## config.mk

```make
export PLATFORM = sky130hd
export DESIGN_NAME = ps2_scan_ctrl
export DESIGN_NICKNAME = d
export VERILOG_FILES = /design/src/rtl/ps2_pkg.sv /design/src/rtl/ps2_scan_ctrl.sv
export SDC_FILE = /design/constraint.sdc
export NUM_CORES = 1
export LEC_CHECK = 0
export ABC_CLOCK_PERIOD_IN_PS = 2200
export CAP_MARGIN = 20
export CORE_ASPECT_RATIO = 0.8
export CORE_MARGIN = 2
export CORE_UTILIZATION = 45
export CTS_CLUSTER_SIZE = 20
export DETAILED_ROUTE_END_ITERATION = 10
export DONT_BUFFER_PORTS = 1
export SYNTH_ARGS = -nofsm -noshare
export SYNTH_HDL_FRONTEND = slang
export SYNTH_SLANG_ARGS = --single-unit
```

## constraint.sdc

```tcl
create_clock -name clk -period 2.2 [get_ports clk]
set_input_delay 0.33 -clock clk [delete_from_list [all_inputs] [get_ports clk]]
set_output_delay 0.33 -clock clk [all_outputs]
set_load 0.01 [all_outputs]
```

## src/rtl/ps2_pkg.sv

```systemverilog
// Shared constants and types for the PS/2 scan-code sequencer: prefix and
// special scan codes, FSM state encoding and the decoded event record.
package ps2_pkg;

    localparam logic [7:0] SC_EXT   = 8'hE0;
    localparam logic [7:0] SC_BREAK = 8'hF0;
    localparam logic [7:0] SC_PAUSE = 8'hE1;
    localparam logic [7:0] SC_ERR0  = 8'h00;
    localparam logic [7:0] SC_ERRF  = 8'hFF;

    typedef enum logic [1:0] {
        IDLE   = 2'd0,
        POP    = 2'd1,
        DECODE = 2'd2,
        EMIT   = 2'd3
    } state_e;

    typedef struct packed {
        logic [7:0] code;
        logic       ext;
        logic       brk;
    } key_evt_t;

    // Bytes that carry no key identity and must never reach the consumer.
    function automatic logic is_drop_code(input logic [7:0] b);
        return (b == SC_ERR0) || (b == SC_ERRF) || (b == SC_PAUSE);
    endfunction

endpackage

```

## src/rtl/ps2_scan_ctrl.sv

```systemverilog
// Pops the PS/2 receiver FIFO one byte at a time, folds E0/F0 prefixes into
// a single make/break key event, tracks the held key and counts presses.
module ps2_scan_ctrl
    import ps2_pkg::*;
#(
    parameter int CNT_W         = 8,
    parameter bit FILTER_REPEAT = 1'b1
) (
    input  logic             clk,
    input  logic             clrn,
    input  logic [7:0]       rx_data,
    input  logic             rx_ready,
    input  logic             rx_overflow,
    output logic             rx_nextdata_n,
    output logic             evt_valid,
    input  logic             evt_ready,
    output logic [7:0]       evt_code,
    output logic             evt_ext,
    output logic             evt_break,
    output logic [CNT_W-1:0] press_cnt,
    output logic             held,
    output logic [7:0]       held_code,
    output logic             held_ext,
    output logic             err_ovf,
    input  logic             err_clr,
    output logic [1:0]       dbg_state
);

    // Handshake: evt_valid rises with a new event and holds evt_code/evt_ext/
    // evt_break stable; the event is consumed on the rising edge where
    // evt_valid and evt_ready are both 1. evt_valid never drops without that.

    state_e           state_q, state_d;
    logic [7:0]       byte_q, byte_d;
    logic             ext_f_q, ext_f_d;
    logic             brk_f_q, brk_f_d;
    key_evt_t         evt_q, evt_d;
    logic             nextdata_n_q, nextdata_n_d;
    logic [CNT_W-1:0] press_cnt_q, press_cnt_d;
    logic             held_q, held_d;
    logic [7:0]       held_code_q, held_code_d;
    logic             held_ext_q, held_ext_d;
    logic             err_ovf_q, err_ovf_d;

    logic             held_match;

    assign held_match = held_q && (byte_q == held_code_q) && (ext_f_q == held_ext_q);

    always_comb begin
        state_d      = state_q;
        byte_d       = byte_q;
        ext_f_d      = ext_f_q;
        brk_f_d      = brk_f_q;
        evt_d        = evt_q;
        press_cnt_d  = press_cnt_q;
        held_d       = held_q;
        held_code_d  = held_code_q;
        held_ext_d   = held_ext_q;
        err_ovf_d    = err_ovf_q;

        unique case (state_q)
            IDLE: begin
                if (rx_ready) begin
                    state_d = POP;
                end
            end
            POP: begin
                // The byte is consumed even if rx_ready fell mid-pop.
                byte_d  = rx_data;
                state_d = DECODE;
            end
            DECODE: begin
                state_d = IDLE;
                if (byte_q == SC_EXT) begin
                    ext_f_d = 1'b1;
                end else if (byte_q == SC_BREAK) begin
                    brk_f_d = 1'b1;
                end else if (is_drop_code(byte_q)) begin
                    ext_f_d = 1'b0;
                    brk_f_d = 1'b0;
                end else begin
                    ext_f_d = 1'b0;
                    brk_f_d = 1'b0;
                    if (brk_f_q) begin
                        evt_d   = '{code: byte_q, ext: ext_f_q, brk: 1'b1};
                        state_d = EMIT;
                        if (held_match) begin
                            held_d = 1'b0;
                        end
                    end else if (!(FILTER_REPEAT && held_match)) begin
                        evt_d       = '{code: byte_q, ext: ext_f_q, brk: 1'b0};
                        state_d     = EMIT;
                        held_d      = 1'b1;
                        held_code_d = byte_q;
                        held_ext_d  = ext_f_q;
                        press_cnt_d = press_cnt_q + CNT_W'(1);
                    end
                end
            end
            EMIT: begin
                if (evt_ready) begin
                    state_d = IDLE;
                end
            end
            default: state_d = IDLE;
        endcase

        if (err_clr) begin
            err_ovf_d = 1'b0;
        end
        // Overflow means bytes were lost, so any half-parsed prefix is stale.
        if (rx_overflow) begin
            err_ovf_d = 1'b1;
            ext_f_d   = 1'b0;
            brk_f_d   = 1'b0;
        end

        nextdata_n_d = (state_d != POP);
    end

    always_ff @(posedge clk or negedge clrn) begin
        if (!clrn) begin
            state_q      <= IDLE;
            byte_q       <= 8'h00;
            ext_f_q      <= 1'b0;
            brk_f_q      <= 1'b0;
            evt_q        <= '0;
            nextdata_n_q <= 1'b1;
            press_cnt_q  <= '0;
            held_q       <= 1'b0;
            held_code_q  <= 8'h00;
            held_ext_q   <= 1'b0;
            err_ovf_q    <= 1'b0;
        end else begin
            state_q      <= state_d;
            byte_q       <= byte_d;
            ext_f_q      <= ext_f_d;
            brk_f_q      <= brk_f_d;
            evt_q        <= evt_d;
            nextdata_n_q <= nextdata_n_d;
            press_cnt_q  <= press_cnt_d;
            held_q       <= held_d;
            held_code_q  <= held_code_d;
            held_ext_q   <= held_ext_d;
            err_ovf_q    <= err_ovf_d;
        end
    end

    assign rx_nextdata_n = nextdata_n_q;
    assign evt_valid     = (state_q == EMIT);
    assign evt_code      = evt_q.code;
    assign evt_ext       = evt_q.ext;
    assign evt_break     = evt_q.brk;
    assign press_cnt     = press_cnt_q;
    assign held          = held_q;
    assign held_code     = held_code_q;
    assign held_ext      = held_ext_q;
    assign err_ovf       = err_ovf_q;
    assign dbg_state     = state_q;

endmodule

```

---- Word level (Yosys, flattened, before mapping) ----
Cells that the tools add are included.
cells by class
  bitwise logic cells ..................... 5
  reduce and logical (&&, ||, !) cells .... 13
  multiplexer cells ....................... 23
  equality and inequality tests ........... 14
  $add $sub $neg .......................... 1
operator list
  cell                                                                     number
  8-bit equality test, second input constant                               4
  10-bit two-way mux                                                       2
  2-bit two-way mux                                                        7
  1-bit two-way mux                                                        13
  6-bit AND reduction                                                      2
  8-bit by 1-bit adder with 8-bit output, second input constant            1
  8-bit equality test                                                      1
  8-bit zero test                                                          1
  2-bit case mux with 4 select lines                                       1
  1-bit NOT                                                                5
  5-bit AND reduction                                                      1
  2-bit equality test, second input constant                               2
  2-bit by 1-bit inequality test with 1-bit output, second input constant  2
  2-bit inequality test, second input constant                             2
  2-bit AND reduction                                                      2
  2-bit nonzero test                                                       2
  3-bit inequality test, second input constant                             1
  2-bit by 1-bit equality test with 1-bit output, second input constant    1
  1-bit logical AND                                                        2
  2-bit zero test                                                          1
  1-bit logical OR                                                         2
  1-bit equality test                                                      1
storage, ports and cells
  bits in registers ....................... 42
  input bits .............................. 14
  output and inout port bits .............. 33

---- Depth between registers and ports, before layout ----
Gate-level depths: netlist of run 1.
  depth in word-level cells ............... 10
  gate-level depth with buffers ........... 8

---- Worst setup path before layout of run 1 ----
No wires, ideal clock.
  kind .................................... register -> register
  start point ............................. reg byte_q[4]
  end point ............................... reg evt_q (netlist bit evt_code[0])
  data required time ...................... 2.075 ns
  arrival ................................. 1.782 ns
  setup time .............................. 0.125 ns
  setup slack ............................. 0.293 ns
  stages on the path, launching flop included .. 8
  cells stage by stage .................... dfrtp_1 -> buf_6 -> xor2_1 -> nor4_4 -> nand4_4 -> o21a_1 -> buf_6 -> mux2_4
on the way
  longest elaborated chain between the ends .. 5
  elaborated cells between the ends (all ways) .. 15
  classes of those cells .................. eq/ne (6); bitwise (3); reduce/logical (6)
ends and longest elaborated chain
  element                                                              line                                text
  start, declared                                                      ps2_scan_ctrl.sv:34                 logic [7:0] byte_q, byte_d;
  start signal, assigned                                               ps2_scan_ctrl.sv:136                byte_q <= byte_d;
  8-bit equality test, or another cell as far along                    ps2_scan_ctrl.sv:47                 assign held_match = held_q && (byte_q == held_code_q) && (ext_f_q == held_ext_q);
  1-bit logical AND or 1-bit logical OR (tied branches) (2 in series)  ps2_scan_ctrl.sv:47, ps2_pkg.sv:26
  2-bit inequality test (no source line) or 1-bit NOT (tied branches)  -
  5-bit AND reduction (no source line) *                               -
  end signal, assigned                                                 ps2_scan_ctrl.sv:139                evt_q <= evt_d;
  end, declared                                                        ps2_scan_ctrl.sv:37                 key_evt_t evt_q, evt_d;
Every way passes the cells marked *; elsewhere a longest branch is shown, timed or not.
A chain may end at the register's enable or synchronous reset.

---- Worst setup path in the final report of run 1 ----
  start point ............................. reg byte_q[7]
  end point ............................... reg evt_q (netlist bit evt_code[3])
Same word-level chain as after synthesis.

==> results of run 1 <==
## timing repair
action / CTS / global route
endpoints found under the setup margin: 0 / 0
endpoints found under the hold margin: 42 / 0
hold buffers: 2 / 0
## power by group
group | total, mW | switching (mW) | internal (mW)
logic | 1.70 | 0.735 | 0.967
registers | 1.66 | 0.520 | 1.14
clock network | 0.564 | 0.248 | 0.317
total | 3.92 | 1.50 | 2.42
## flip-flops by register name, indices dropped and copies added (netlist names)
register / count
byte_q: 8
held_code: 8
dbg_state: 2
evt_break: 1
held_ext: 1
held: 1
press_cnt: 8
ext_f_q: 1
rx_nextdata_n: 1
evt_ext: 1
brk_f_q: 1
err_ovf: 1
evt_code: 8
## cell usage after synthesis, types with 3 or more instances
cell	instances	share of area, %
and3_1	4	1.3
buf_6	3	1.8
dfrtp_1	41	54
mux2_2	18	11
mux2_4	9	7.1
nand3_1	3	0.79
nand4_1	3	0.98
nor2_1	5	0.98
nor4_1	3	0.98
xnor2_1	8	3.7
xor2_1	8	3.7
## worst max path at each step
| stage | end | depth (start not counted) | slack, ps | from |
|---|---|---|---|---|
| finish | evt_code[3] | 6 | 180 | byte_q[7] |
| global route | held_code[6] | 6 | 60 | byte_q[1] |
| CTS | evt_ext | 6 | 160 | held_code[4] |
| detailed placement | evt_code[1] | 6 | 170 | held_code[4] |
| global placement | evt_code[2] | 6 | 240 | held_code[4] |
| floorplan | evt_code[0] | 7 | 290 | byte_q[4] |
## layout make-up
type | count | area (um2)
clock buffer | 8 | 110
fill | 367 | 1970
inverter | 2 | 7.51
multi-input combinational | 90 | 808
sequential | 42 | 1050
tap | 57 | 71.3
timing repair buffer | 12 | 105
## logic make-up after synthesis
family / count (synthesis) / synth area share [%]
AO/OA/AOI/OAI: 12 / 4.33
XOR/XNOR: 16 / 7.34
adder cells (fa/ha/maj): 1 / 0.655
buffers and inverters: 6 / 2.56
flip-flops: 42 / 55.1
multiplexers: 27 / 17.7
AND/OR/NAND/NOR: 34 / 12.3
## through the flow
stage	util [%]	cells	cell area (um2)	setup slack, ps	hold slack, ps
floorplan	-	138	1910	293	34.4
global route	52.2	211	2150	55.8	55.5
global placement	48.8	201	2010	236	35.6
finish	52.2	211	2150	180	68.4
detailed placement	48.8	201	2010	172	35.4
CTS	52.2	211	2150	159	61.1
## per-layer routing
metal	wire [um]	up-vias	global-route usage, %
met5	0	-	0
met4	40	0	6.14
met3	289	5	7.27
met2	1700	45	25.4
met1	1750	569	22.6
li1	-	529	-
==> results.tsv, run 1 <==
stage	metric	value	unit
outcome	run_status	completed	
critical_path	reg2reg_from	byte_q[7]	
power_and_ir_drop	power_density	1820	mW/mm2
routing	num_vias	1148	
layout	drive_gt1_share	32.5	%
sta	tightest_slew	349	ps
critical_path	crit_type	flip-flop to flip-flop	
worst_hold_path	hold_depth	1	
yosys	syn_nets	153	
sta	hold_viol	0	
routing	route.detailed.drc	0	
sta	period_needed	2020	ps
sta	rsz0062_at_grt	no	
critical_path	required	2370	ps
yosys	ys_seq_area_share	55.1	%
critical_path	cp_slowest_cell	dfrtp_1	
sta	period_share	91.8	%
sta	maxSlewViolCount	0	
grt	first_global_vias	1198	
clock_network	clk_pin_slew_worst_paths	80	ps
sta	tns	0	ps
grt	grt.total_usage	17.2	%
routing	dr.first_iter.drc_count	52	
layout	final_nets	168	
yosys	syn_inst	138	
layout	antenna_cells	0	
routing	via_per_inst	5.44	
flow_run	drv_cap	0	
floorplanning	coreArea	0.00413	mm2
critical_path	reg2reg_slack	180	ps
floorplanning	die-area	0.00478	mm2
yosys	netlist_area	0.00191	mm2
clock_network	cts_setup_buffers	0	
sta	slew_headroom	76.5	%
critical_path	critPathMaxFanout	7	
yosys	avgSynthCellArea	13.8	um2
grt	grt_overflow	0	
worst_hold_path	hp-start	rx_ready	
sta	clock-skew-final	5.45	ps
layout	most-common-layout-cells	41 x dfrtp_1, 18 x mux2_2, 10 x buf_4, 9 x mux2_4	
routing	drt_pass1_iterations	4	
clock_network	clkLatencyLatePin	290	ps
worst_hold_path	hp-class	input port to flip-flop	
yosys	ys_warn_count	0	
yosys	synth_seq_cells	42	
floorplanning	row_count	21	
yosys	synthDistinctLibCells	38	
grt	grt_max_degree	43	
routing	routed_wl	3780	um
yosys	synth_edf_count	0	
critical_path	crit_buf_inv	1	
worst_hold_path	hold_end	rx_nextdata_n	
power_and_ir_drop	p_leak	0.948	nW
grt	antenna_found_initial	0	
power_and_ir_drop	ir_worst_vdd	0.761	mV
critical_path	crit_family	compound AO/OA/AOI/OAI gates	
layout	area_growth	12.8	%
clock_network	h-tree-depth	2	
grt	grt_pass1_wl	6270	um
critical_path	worst_r2r_path_depth	6	
power_and_ir_drop	power	3.92	mW
critical_path	cp.arrival	2190	ps
placed_design	io_buffers	0	
clock_network	cts_buffers	5	
clock_network	cts_max_path_buffers	2	
sta	fmax	495	MHz
layout	final_common_cell	dfrtp_1	
floorplanning	ioPinCount	47	
floorplanning	die_x	76.8	um
critical_path	worstPathCellList	and3_1, a211oi_1, o22a_1, o21a_1, buf_4, mux2_4	
critical_path	worstReg2RegEnd	evt_code[3]	
placed_design	dp_hpwl	2750	um
yosys	async_reset_ff_share	100	%
sta	setup-violations-final	0	
yosys	dominantRegCellSynth	dfrtp_1	
critical_path	start_kind	flip-flop	
clock_network	clockRootBuffer	clkbuf_8	
critical_path	end_kind	flip-flop	
clock_network	tritoncts	yes	
critical_path	slowest_delay	450	ps
routing	drtAntennaViolNets	0	
placed_design	routabilityCongestion	0.728	
routing	wire_per_inst	17.9	um
floorplanning	initial_core_util	46.3	%
floorplanning	die_h	62.3	um
clock_network	numClockSinks	42	
clock_network	cts_resized	0	
Note: power is estimated with default switching activity, not from simulation.
==> inputs of run 2 (changes only) <==
--- a/config.mk
+++ b/config.mk
@@ -9,10 +9,11 @@
 export CAP_MARGIN = 20
 export CORE_ASPECT_RATIO = 0.8
 export CORE_MARGIN = 2
-export CORE_UTILIZATION = 45
+export CORE_UTILIZATION = 50
 export CTS_CLUSTER_SIZE = 20
 export DETAILED_ROUTE_END_ITERATION = 10
 export DONT_BUFFER_PORTS = 1
+export SETUP_SLACK_MARGIN = 0.5
 export SYNTH_ARGS = -nofsm -noshare
 export SYNTH_HDL_FRONTEND = slang
 export SYNTH_SLANG_ARGS = --single-unit
==> run 2 against run 1 <==
Maximum frequency up 2.1%. Worst setup slack improved by 41 ps. Cell count shrank 3.3%. Sequential share of layout area decreased by 2.6 points. Total power rose by 9.1%. Critical path depth did not move. Clock skew increased by 1.2 ps. Flip-flop and latch count did not move.
==> results.tsv, run 2 (synthesized netlist as in run 1, its figures left out) <==
stage	metric	value	unit	change
grt	grt.total_usage	19.0	%	was 17.2%
worst_hold_path	hp-class	input port to flip-flop		unchanged
sta	fmax	505	MHz	was 495 MHz
routing	num_vias	1144		was 1148
floorplanning	die-area	0.00433	mm2	was 0.00478 mm2
floorplanning	die_h	59.3	um	was 62.3 um
sta	hold_viol	0		unchanged
grt	grt_overflow	0		unchanged
placed_design	io_buffers	0		unchanged
layout	antenna_cells	0		unchanged
layout	nFillCells	283		was 367
power_and_ir_drop	ir_worst_vdd	0.866	mV	was 0.761 mV
layout	final_nets	174		was 168
power_and_ir_drop	p_leak	1.02	nW	was 0.948 nW
flow_run	drv_cap	0		unchanged
routing	drtAntennaViolNets	0		unchanged
routing	route.detailed.drc	0		unchanged
routing	routed_wl	3780	um	unchanged
floorplanning	ioPinCount	47		unchanged
routing	drt_pass1_iterations	4		unchanged
clock_network	clk_pin_slew_worst_paths	70	ps	was 80 ps
layout	drive_gt1_share	40.0	%	was 32.5%
routing	via_per_inst	5.61		was 5.44
critical_path	required	2360	ps	was 2370 ps
sta	clock-skew-final	6.62	ps	was 5.45 ps
critical_path	start_kind	flip-flop		unchanged
sta	tightest_slew	818	ps	was 349 ps
clock_network	tritoncts	yes		unchanged
sta	slew_headroom	45.3	%	was 76.5%
outcome	run_status	completed		unchanged
clock_network	cts_buffers	5		unchanged
critical_path	critPathMaxFanout	7		unchanged
sta	period_share	89.9	%	was 91.8%
sta	maxSlewViolCount	0		unchanged
critical_path	crit_type	flip-flop to flip-flop		unchanged
grt	grt_pass1_wl	6090	um	was 6270 um
routing	wire_per_inst	18.5	um	was 17.9 um
floorplanning	row_count	20		was 21
critical_path	end_kind	flip-flop		unchanged
sta	period_needed	1980	ps	was 2020 ps
critical_path	cp.arrival	2140	ps	was 2190 ps
layout	area_growth	19.8	%	was 12.8%
layout	multiInputGateArea	903	um2	was 808 um2
floorplanning	coreArea	0.00373	mm2	was 0.00413 mm2
floorplanning	die_x	73.1	um	was 76.8 um
routing	dr.first_iter.drc_count	66		was 52
placed_design	routabilityCongestion	0.770		was 0.728
clock_network	clockRootBuffer	clkbuf_8		unchanged
clock_network	clkLatencyLatePin	290	ps	about the same
clock_network	numClockSinks	42		unchanged
grt	grt_max_degree	43		unchanged
sta	setup-violations-final	0		unchanged
layout	final_common_cell	dfrtp_1		unchanged
clock_network	cts_max_path_buffers	2		unchanged
sta	rsz0062_at_grt	yes		was no
grt	first_global_vias	1209		was 1198
power_and_ir_drop	power_density	1870	mW/mm2	was 1820 mW/mm2
sta	tns	0	ps	unchanged
grt	antenna_found_initial	0		unchanged
floorplanning	initial_core_util	51.2	%	was 46.3%
sta	hold_ws	75.2	ps	was 68.4 ps
clock_network	h-tree-depth	2		unchanged
placed_design	dp_hpwl	2480	um	was 2750 um
layout	regArea	0.00106	mm2	was 0.00105 mm2
layout	most-common-layout-cells	37 x dfrtp_1, 19 x mux2_4, 9 x buf_6, 8 x mux2_2		was 41 x dfrtp_1, 18 x mux2_2, 10 x buf_4, 9 x mux2_4
==> run 2: final cells by class <==
type | count | area share, %
Sequential cell | 42 | 46.2
Multi-Input combinational cell | 90 | 39.5
Timing Repair Buffer | 18 | 8.04
Clock buffer | 8 | 3.50
Tap cell | 44 | 2.41
Inverter | 2 | 0.328
==> run 2: path summary, 6_finish.rpt <==
path / from / to / slack (ps) / cells past startpoint
max in group asynchronous: clrn / rx_nextdata_n / 1440 / 2
worst max register to register: byte_q[1] / dbg_state[1] / 220 / 6
worst min-delay path: rx_ready / rx_nextdata_n / 80 / 1
min in group asynchronous: clrn / byte_q[4] / 500 / 2
worst min register to register: press_cnt[7] / press_cnt[7] / 540 / 1
worst max-delay path: byte_q[1] / dbg_state[1] / 220 / 6
==> run 2: what timing repair did <==
item	in CTS	in global routing
cloned	1	0
hold buffers	2	0
endpoints found under the setup margin	37	38
setup buffers	7	0
endpoints found under the hold margin	42	0
gates resized for setup	18	12
pin swaps	7	9
==> run 2: per-layer routing <==
metal  share of wire (%)  track usage (%)  up-vias
li1                    -                -      538
met1                  49             27.5      567
met2                  44             26.4       34
met3                 6.1             7.14        5
met4                 1.0             6.35        0
met5                   0                0        -
==> run 2: through the flow <==
step | std cells | cell area (um2) | utilization [%] | setup slack [ps] | total power, mW
after floorplan | 138 | 1930 | - | 294 | 3.05
after global placement | 186 | 2000 | 53.7 | 182 | 3.33
after detailed placement | 186 | 2000 | 53.7 | 135 | 3.39
after CTS | 204 | 2240 | 60.0 | 164 | 4.17
after global routing | 204 | 2290 | 61.3 | 134 | 4.57
final | 204 | 2290 | 61.3 | 222 | 4.28
==> run 2: critical path, cell delays in order, from the launching register on <==
cell	delay, ps
dfrtp_2	470
xor2_2	210
nor4_4	340
nand4_4	140
o21a_1	210
buf_6	140
or3_1	350
==> run 2: where the power goes <==
group / switching (mW) / total (mW) / internal (mW) / leakage, nW
Sequential: 0.571 / 1.72 / 1.14 / 0.500
Clock: 0.239 / 0.464 / 0.225 / 0.0395
Combinational: 0.841 / 2.10 / 1.26 / 0.479
==> inputs of run 3 (changes only) <==
--- a/config.mk
+++ b/config.mk
@@ -9,7 +9,7 @@
 export CAP_MARGIN = 20
 export CORE_ASPECT_RATIO = 0.8
 export CORE_MARGIN = 2
-export CORE_UTILIZATION = 50
+export CORE_UTILIZATION = 39
 export CTS_CLUSTER_SIZE = 20
 export DETAILED_ROUTE_END_ITERATION = 10
 export DONT_BUFFER_PORTS = 1
==> run 3 against run 2 <==
Cell count is 16% higher. Worst setup slack lost 72 ps. Critical path depth is 1 higher. Non-clock buffer count increased by 16. Total power increased by 11%. Global-route usage decreased by 2.2 points. Sequential power is 2% lower. First-iteration DRC count rose by 48%. Wire length increased by 16%. Critical path type unchanged. Largest power group unchanged.
==> results.tsv, run 3 (synthesized netlist as in run 1, its figures left out) <==
stage	metric	value	unit	change
clock_network	h-tree-depth	2		unchanged
critical_path	required	2380	ps	was 2360 ps
critical_path	crit_type	flip-flop to flip-flop		unchanged
floorplanning	row_count	22		was 20
critical_path	end_kind	flip-flop		unchanged
power_and_ir_drop	ir_worst_vdd	0.836	mV	was 0.866 mV
placed_design	io_buffers	0		unchanged
placed_design	dp_hpwl	2790	um	was 2480 um
sta	tightest_slew	353	ps	was 818 ps
grt	antenna_found_initial	0		unchanged
placed_design	place_inst	207		was 186
layout	final_common_cell	dfrtp_1		unchanged
worst_hold_path	hold_depth	1		unchanged
sta	rsz0062_at_grt	yes		unchanged
layout	drive_gt1_share	48.9	%	was 40.0%
routing	drt_pass1_iterations	4		unchanged
layout	antenna_cells	0		unchanged
floorplanning	die-area	0.00547	mm2	was 0.00433 mm2
placed_design	place_area	0.00207	mm2	was 0.00200 mm2
outcome	run_status	completed		unchanged
floorplanning	coreArea	0.00465	mm2	was 0.00373 mm2
grt	grt_max_degree	43		unchanged
placed_design	pre_cts_slack	59.0	ps	was 135 ps
critical_path	cp.arrival	2230	ps	was 2140 ps
layout	area_growth	32.2	%	was 19.8%
sta	setup-violations-final	0		unchanged
placed_design	routabilityCongestion	0.721		was 0.770
clock_network	tritoncts	yes		unchanged
worst_hold_path	hold_end	rx_nextdata_n		unchanged
sta	timing.final.ws_setup	150	ps	was 222 ps
worst_hold_path	hp-class	input port to flip-flop		unchanged
sta	clock-skew-final	11.1	ps	was 6.62 ps
critical_path	worst_r2r_path_depth	7		was 6
sta	hold_ws	70.8	ps	was 75.2 ps
sta	hold_viol	0		unchanged
layout	fin_cells	236		was 204
worst_hold_path	hp-start	rx_ready		unchanged
layout	fin_area	0.00252	mm2	was 0.00229 mm2
routing	drtAntennaViolNets	0		unchanged
routing	routed_wl	4380	um	was 3780 um
grt	first_global_vias	1295		was 1209
routing	wire_per_inst	18.6	um	was 18.5 um
floorplanning	die_h	66.6	um	was 59.3 um
floorplanning	ioPinCount	47		unchanged
sta	period_needed	2050	ps	was 1980 ps
sta	fmax	488	MHz	was 505 MHz
power_and_ir_drop	power	4.77	mW	was 4.28 mW
routing	route.detailed.drc	0		unchanged
clock_network	cts_buffers	5		unchanged
critical_path	reg2reg_from	byte_q[6]		was byte_q[1]
layout	most-common-layout-cells	37 x dfrtp_1, 21 x buf_4, 19 x mux2_4		was 37 x dfrtp_1, 19 x mux2_4, 9 x buf_6, 8 x mux2_2
clock_network	clkLatencyLatePin	290	ps	about the same
clock_network	numClockSinks	42		unchanged
grt	grt.total_usage	16.8	%	was 19.0%
routing	via_per_inst	5.18		was 5.61
routing	num_vias	1223		was 1144
grt	grt_overflow	0		unchanged
clock_network	cts_max_path_buffers	2		unchanged
sta	period_share	93.2	%	was 89.9%
routing	dr.first_iter.drc_count	98		was 66
sta	tns	0	ps	unchanged
critical_path	worstReg2RegEnd	held_code[3]		was dbg_state[1]
critical_path	start_kind	flip-flop		unchanged
sta	maxSlewViolCount	0		unchanged
layout	utilization	54.2	%	was 61.3%
floorplanning	initial_core_util	41.0	%	was 51.2%
clock_network	clockRootBuffer	clkbuf_8		unchanged
critical_path	critPathMaxFanout	5		was 7
sta	slew_headroom	76.5	%	was 45.3%
critical_path	reg2reg_slack	150	ps	was 220 ps
grt	grt_pass1_wl	6690	um	was 6090 um
power_and_ir_drop	power_density	1890	mW/mm2	was 1870 mW/mm2
power_and_ir_drop	p_leak	1.12	nW	was 1.02 nW
flow_run	drv_cap	0		unchanged
layout	final_nets	190		was 174
clock_network	clk_pin_slew_worst_paths	80	ps	was 70 ps
floorplanning	die_x	82.2	um	was 73.1 um
[run 3: worst max-delay path by stage]
stage                  from           end  slack (ps)  depth (start not counted)
2_1_floorplan  held_code[1]   evt_code[0]         290                          6
3_3_place_gp      byte_q[4]       evt_ext         140                          6
3_5_place_dp      byte_q[4]   evt_code[1]          60                          6
4_1_cts        held_code[2]   evt_code[1]         170                          6
5_1_grt           byte_q[6]  held_code[4]          90                          7
6_report          byte_q[6]  held_code[3]         150                          7
[run 3: worst max-delay path: stages, from the launching register on]
cell and delay (ps):
dfrtp_1 410, buf_6 150, and3_4 180, a211oi_4 260, o22a_1 240, nand3b_1 190, buf_4 220, mux2_4 290
[run 3: power by group]
part / total, mW / internal, mW / switching [mW]
Sequential: 1.68 / 1.14 / 0.537
Combinational: 2.57 / 1.53 / 1.04
Clock: 0.517 / 0.252 / 0.265
Total: 4.77 / 2.93 / 1.84
[run 3: cell type report]
| cell class | instances | area [um2] |
|---|---|---|
| Sequential cell | 42 | 1060 |
| Tap cell | 60 | 75.1 |
| Multi-Input combinational cell | 90 | 951 |
| Inverter | 2 | 7.51 |
| Clock buffer | 6 | 82.6 |
| Clock inverter | 2 | 12.5 |
| Timing Repair Buffer | 34 | 338 |
| Fill cell | 363 | 2130 |
[run 3: repair_timing]
action                     4_1_cts  5_1_grt
hold buffers                     2        0
gates resized for setup         23       14
setup buffers                   12        6
setup endpoints to repair       24       30
cloned                           0        1
hold endpoints to repair        42        0
pin swaps                        8        5
[run 3: layer usage]
layer	share of wire [%]	global-route usage, %	vias up
li1	-	-	564
met1	44	21.0	619
met2	48	26.5	36
met3	7.6	7.05	4
met4	0.80	5.00	0
met5	0	0	-
